## config.mk

```make
export PLATFORM = sky130hd
export DESIGN_NAME = coin_change_dispenser
export DESIGN_NICKNAME = d
export VERILOG_FILES = /design/src/rtl/coin_change_dispenser.sv
export SDC_FILE = /design/constraint.sdc
export NUM_CORES = 1
export LEC_CHECK = 0
export CAP_MARGIN = 15
export CORE_MARGIN = 4
export CORE_UTILIZATION = 40
export DETAILED_ROUTE_END_ITERATION = 6
export SLEW_MARGIN = 10
export SYNTH_ARGS = -nofsm -noshare
export SYNTH_HDL_FRONTEND = slang
export SYNTH_SLANG_ARGS = --single-unit
```

## constraint.sdc

```tcl
create_clock -name clk -period 2.4 [get_ports clk]
set_input_delay 0.48 -clock clk [delete_from_list [all_inputs] [get_ports clk]]
set_output_delay 0.48 -clock clk [all_outputs]
set_load 0.005 [all_outputs]
```

## src/rtl/coin_change_dispenser.sv

```systemverilog
// coin_change_dispenser
// Pays a requested change amount as single-coin eject pulses, greedily from
// the 10, 5, 2 and 1 tubes. It tracks the coins left in each tube and reports
// any part of the amount it could not pay.
module coin_change_dispenser #(
  parameter int EJECT_CYCLES = 4,   // cycles from one eject pulse to the next SELECT
  parameter int CNT_W        = 4,   // width of each tube inventory counter
  parameter int INIT_COUNT   = 15   // coins per tube after reset or refill
) (
  input  logic       clk,
  input  logic       rst_n,
  input  logic       start,
  input  logic [6:0] change_amount,
  input  logic       refill,
  output logic       eject_10,
  output logic       eject_5,
  output logic       eject_2,
  output logic       eject_1,
  output logic       busy,
  output logic       done,
  output logic [6:0] shortfall,
  output logic [3:0] tube_empty
);

  typedef enum logic [2:0] {
    S_IDLE,
    S_SELECT,
    S_EJECT,
    S_GAP,
    S_DONE
  } state_t;

  // The tube index doubles as the denomination code: 0 is the 10-tube and
  // 3 is the 1-tube, so that tube_empty comes out in {10,5,2,1} order.
  typedef enum logic [1:0] {
    D_10 = 2'd0,
    D_5  = 2'd1,
    D_2  = 2'd2,
    D_1  = 2'd3
  } denom_t;

  // The GAP phase holds EJECT_CYCLES-1 cycles. The counter is loaded with
  // one less than that and counts down to zero. With EJECT_CYCLES=1 there
  // is no GAP, and the counter stays at zero and is never read.
  localparam int GAP_W    = (EJECT_CYCLES > 2) ? $clog2(EJECT_CYCLES) : 1;
  localparam int GAP_LOAD = (EJECT_CYCLES > 1) ? EJECT_CYCLES - 2 : 0;

  state_t           state;
  state_t           state_next;
  denom_t           den;          // denomination latched in SELECT
  logic [6:0]       remaining;    // amount still to pay
  logic [CNT_W-1:0] cnt [4];      // coins left per tube
  logic [GAP_W-1:0] gap_cnt;

  logic             sel_found;
  denom_t           sel_den;

  // Coin value of a denomination code.
  function automatic logic [6:0] denom_value(input denom_t d);
    case (d)
      D_10:    denom_value = 7'd10;
      D_5:     denom_value = 7'd5;
      D_2:     denom_value = 7'd2;
      default: denom_value = 7'd1;
    endcase
  endfunction

  // Greedy pick: the largest coin that fits the remainder and is in stock.
  always_comb begin
    // NOTE: every signal gets a default before any branch. This keeps paths
    // that assign nothing from inferring a latch.
    sel_found = 1'b0;
    sel_den   = D_1;
    if (remaining >= 7'd10 && cnt[D_10] != '0) begin
      sel_found = 1'b1;
      sel_den   = D_10;
    end else if (remaining >= 7'd5 && cnt[D_5] != '0) begin
      sel_found = 1'b1;
      sel_den   = D_5;
    end else if (remaining >= 7'd2 && cnt[D_2] != '0) begin
      sel_found = 1'b1;
      sel_den   = D_2;
    end else if (remaining >= 7'd1 && cnt[D_1] != '0) begin
      sel_found = 1'b1;
      sel_den   = D_1;
    end
  end

  // State register. Reset aborts any payout in progress.
  always_ff @(posedge clk or negedge rst_n) begin
    // NOTE: sequential state uses non-blocking assignments only. All
    // registers then update together at the edge, with no ordering races.
    if (!rst_n) begin
      state <= S_IDLE;
    end else begin
      state <= state_next;
    end
  end

  // Next-state logic.
  always_comb begin
    state_next = state;
    case (state)
      S_IDLE: begin
        if (start) begin
          state_next = (change_amount == 7'd0) ? S_DONE : S_SELECT;
        end
      end
      S_SELECT: begin
        state_next = sel_found ? S_EJECT : S_DONE;
      end
      S_EJECT: begin
        if (EJECT_CYCLES > 1) begin
          state_next = S_GAP;
        end else begin
          // No GAP, so check the remainder as it stands after this coin.
          state_next = (remaining == denom_value(den)) ? S_DONE : S_SELECT;
        end
      end
      S_GAP: begin
        if (gap_cnt == '0) begin
          state_next = (remaining == 7'd0) ? S_DONE : S_SELECT;
        end
      end
      S_DONE: begin
        state_next = S_IDLE;
      end
      default: begin
        state_next = S_IDLE;
      end
    endcase
  end

  // Transaction datapath: remainder, shortfall, latched coin and gap timer.
  always_ff @(posedge clk or negedge rst_n) begin
    if (!rst_n) begin
      remaining <= 7'd0;
      shortfall <= 7'd0;
      den       <= D_10;
      gap_cnt   <= '0;
    end else begin
      case (state)
        S_IDLE: begin
          if (start) begin
            remaining <= change_amount;
            shortfall <= 7'd0;
          end
        end
        S_SELECT: begin
          if (sel_found) begin
            den <= sel_den;
          end else begin
            shortfall <= remaining;
          end
        end
        S_EJECT: begin
          // SELECT already checked that the coin fits, so this cannot underflow.
          remaining <= remaining - denom_value(den);
          gap_cnt   <= GAP_W'(GAP_LOAD);
        end
        S_GAP: begin
          if (gap_cnt != '0) begin
            gap_cnt <= gap_cnt - GAP_W'(1);
          end
        end
        default: begin
        end
      endcase
    end
  end

  // Tube inventory: refill in IDLE, decrement on each eject.
  always_ff @(posedge clk or negedge rst_n) begin
    if (!rst_n) begin
      // NOTE: this small counter array is reset element by element, because
      // reset must leave the tubes full. Large storage arrays would usually
      // be left out of reset.
      for (int i = 0; i < 4; i++) begin
        cnt[i] <= CNT_W'(INIT_COUNT);
      end
    end else if (state == S_IDLE && refill) begin
      for (int i = 0; i < 4; i++) begin
        cnt[i] <= CNT_W'(INIT_COUNT);
      end
    end else if (state == S_EJECT) begin
      // SELECT only picks a tube with a coin left, so the count stays >= 0.
      cnt[den] <= cnt[den] - CNT_W'(1);
    end
  end

  // Outputs, decoded from registered state only.
  always_comb begin
    eject_10   = (state == S_EJECT) && (den == D_10);
    eject_5    = (state == S_EJECT) && (den == D_5);
    eject_2    = (state == S_EJECT) && (den == D_2);
    eject_1    = (state == S_EJECT) && (den == D_1);
    busy       = (state != S_IDLE);
    done       = (state == S_DONE);
    tube_empty = {cnt[D_10] == '0, cnt[D_5] == '0, cnt[D_2] == '0, cnt[D_1] == '0};
  end

endmodule

```

==> results.py <==
metrics = {
    "setup_path": {
        "reg2reg_depth": 5,
        "crit_type": "reg2out",
        "worstPathArrival_ps": 1850,
        "start_kind": "register",
        "worst-path-max-fanout": 3,
        "crit_path_end_kind": "output pin",
        "worstPathRequired_ps": 1920,
    },
    "drt": {
        "route.detailed.drc": 0,
        "first_pass_iters": 4,
        "vias": 1657,
        "postRouteAntennaNets": 0,
        "drtIter0Drc": 75,
        "routed_wl_mm": 4.75,
        "viasPerCell": 5.23,
        "routedWlPerCell_um": 15.0,
    },
    "cts": {
        "clock-sinks": 37,
        "clk_path_buf_depth": 2,
        "root_buffer": "clkbuf_8",
        "tritoncts": "done",
        "insertion_delay_ps": 290,
        "htree_levels": 2,
        "cts_buffers": 5,
        "clkTransAtPathRegs_ps": 80,
    },
    "run": {
        "max-cap-violations": 0,
    },
    "die": {
        "die_y_um": 80.3,
        "die_w_um": 80.3,
        "rows": 26,
        "io_pins": 28,
        "die_area_um2": 6450,
        "core_area_um2": 5070,
        "start_util_pct": 41.2,
    },
    "sta": {
        "finalHoldViolations": 0,
        "slew_headroom_pct": 43.7,
        "min_period_ps": 2330,
        "fin_crit_sh_pct": 97.3,
        "tightestPinTransition_ps": 844,
        "finalMaxSlewViolations": 0,
        "setup_viol": 0,
        "fin_skew_ps": 4.66,
        "fmax_mhz": 428,
    },
    "layout": {
        "drive_gt1_share_pct": 23.9,
        "seq_area_um2": 946,
        "final_area_um2": 2610,
        "antenna_cells": 0,
        "multi_input_comb_area_um2": 1080,
        "post-route-util_pct": 51.5,
        "num-nets-final": 264,
        "fillers": 519,
        "syn_to_final_growth_pct": 24.7,
    },
    "global_routing": {
        "grt_pass1_wl_mm": 8.12,
        "grt_usage_pct": 16.4,
        "grt_pass1_vias": 1642,
        "grt_max_degree": 38,
        "antenna_found_initial": 0,
        "grt_overflow_total": 0,
    },
    "yosys": {
        "seq_area_frac_synth_pct": 45.2,
        "synth_cell_types": 49,
        "syn_inst": 208,
        "yosys-top-cells-area": "dfrtp_1, dfstp_2, a21oi_1",
        "syn_nets": 226,
        "yosysWarningCount": 0,
        "synth_flop_cell": "dfrtp_1",
        "synth.ff_latch_count": 37,
        "syn-cell-area_um2": 2090,
        "yosys.area.top_type": "dfrtp_1",
        "async_flop_share_pct": 100,
        "synth_top_area_share_pct": 25.1,
        "synth-edff-count": 0,
        "syn_area_per_cell_um2": 10.1,
    },
    "pwr": {
        "p_leak_uw": 0.00113,
        "power.density_nw_per_um2": 1260,
        "ir_worst_vdd_mv": 0.448,
    },
    "run_status": {
        "status": "complete, no violations",
    },
    "placed_design": {
        "gp_congestion": 0.804,
        "portBuffers": 27,
        "place_area_um2": 2500,
        "dpl.hpwl_mm": 3.54,
    },
    "worst_hold_path": {
        "min-delay-path-class": "in2async",
    },
}
[cell usage after synthesis (all sizes together) (4+ instances only)]
| cell | n |
|---|---|
| dfrtp | 21 |
| a31oi | 6 |
| nor2 | 14 |
| mux2i | 7 |
| ha | 6 |
| nor3 | 8 |
| nand3 | 7 |
| a211oi | 7 |
| dfstp | 16 |
| a21oi | 17 |
| nor4 | 6 |
| inv | 16 |
| clkbuf | 6 |
| nor2b | 4 |
| nand2 | 20 |
| o21ai | 10 |
[path summary, 6_finish.rpt]
kind | startpoint | endpoint | slack (ps)
worst max register to register | remaining[4]$_DFFE_PN0P_ | den[0]$_DFFE_PN0P_ | 320
min in group clk | gap_cnt[0]$_DFFE_PN0P_ | gap_cnt[0]$_DFFE_PN0P_ | 480
worst min-delay path | rst_n | den[0]$_DFFE_PN0P_ | 300
max in group asynchronous | rst_n | remaining[5]$_DFFE_PN0P_ | 1580
worst max-delay path | state[0]$_DFFE_PN0P_ | eject_5 | 70
worst min register to register | gap_cnt[0]$_DFFE_PN0P_ | gap_cnt[0]$_DFFE_PN0P_ | 480
[state kept, by name, indices dropped and copies added, names as in the netlist]
name and flops:
cnt 16, den 2, gap_cnt 2, remaining 7, shortfall 7, state 3
[layout by cell type (no fill, tap or decap), types with 5 or more instances in the layout]
cell             netlist  routed
buf_4                  0      12
o21ai_1                5       5
a31oi_1                6       6
nand3_1                6       5
nor3_1                 7       7
o21ai_0                5       5
inv_1                 16      16
nand2_1               19      19
clkbuf_8               0       5
dfstp_2               16      16
mux2i_1                7       7
clkdlybuf4s50_1        0      26
nor2_1                13      12
a211oi_1               7       7
a21oi_1               17      17
dfrtp_1               21      21
ha_1                   6       6
nor4_1                 5       5
[per-layer routing]
layer | wire [um] | track usage (%)
met3 | 149 | 3.81
met2 | 2120 | 25.0
met1 | 2410 | 23.0
met5 | 0 | 0
met4 | 63 | 5.07
[repair_timing]
| action | CTS | global route |
|---|---|---|
| hold buffers | 0 | 0 |
| endpoints found under the setup margin | 1 | 4 |
| buffers inserted | 1 | 0 |
| gates resized for setup | 0 | 5 |
| gates cloned | 0 | 0 |
| pin swaps | 0 | 0 |
[area by class of cell]
| cell class | count | area share, % |
|---|---|---|
| clock buffers | 5 | 2.64 |
| clock inverters | 3 | 0.671 |
| inverters | 16 | 2.30 |
| multi-input cells | 147 | 41.2 |
| flip-flops and latches | 37 | 36.2 |
| well taps | 70 | 3.35 |
| repair buffers | 39 | 13.6 |
[logic make-up after synthesis]
logic type | count (synthesis) | synth area share (%)
buffers and inverters | 24 | 4.42
AOI/OAI and AO/OA | 54 | 17.6
xor gates and xnor gates | 3 | 1.26
and+or+nand+nor | 72 | 19.7
muxes | 11 | 7.29
DFF | 37 | 45.2
adders and majority gates | 7 | 4.54
[report_power, final]
group          switching, uW  internal [uW]
combinational            813            789
clock                    229            200
sequential               262            986
[through the flow]
| step | hold slack [ps] | worst slack (ps) | instances | TNS (ps) | power (uW) |
|---|---|---|---|---|---|
| after floorplan | 184 | 371 | 208 | 0 | 2290 |
| after global placement | 450 | 305 | 308 | 0 | 2800 |
| after detailed placement | 469 | 301 | 308 | 0 | 2810 |
| after CTS | 313 | 20.5 | 317 | 0 | 3270 |
| after global routing | 355 | -0.483 | 317 | -0.483 | 3580 |
| final | 298 | 65.2 | 317 | 0 | 3280 |
[worst max-delay path, stage by stage (launching register included)]
cell and delay, ps:
dfrtp_1 420, or3b_4 450, nor2_2 170, clkdlybuf4s50_1 520
No activity file was read; power rests on OpenSTA's default activity.
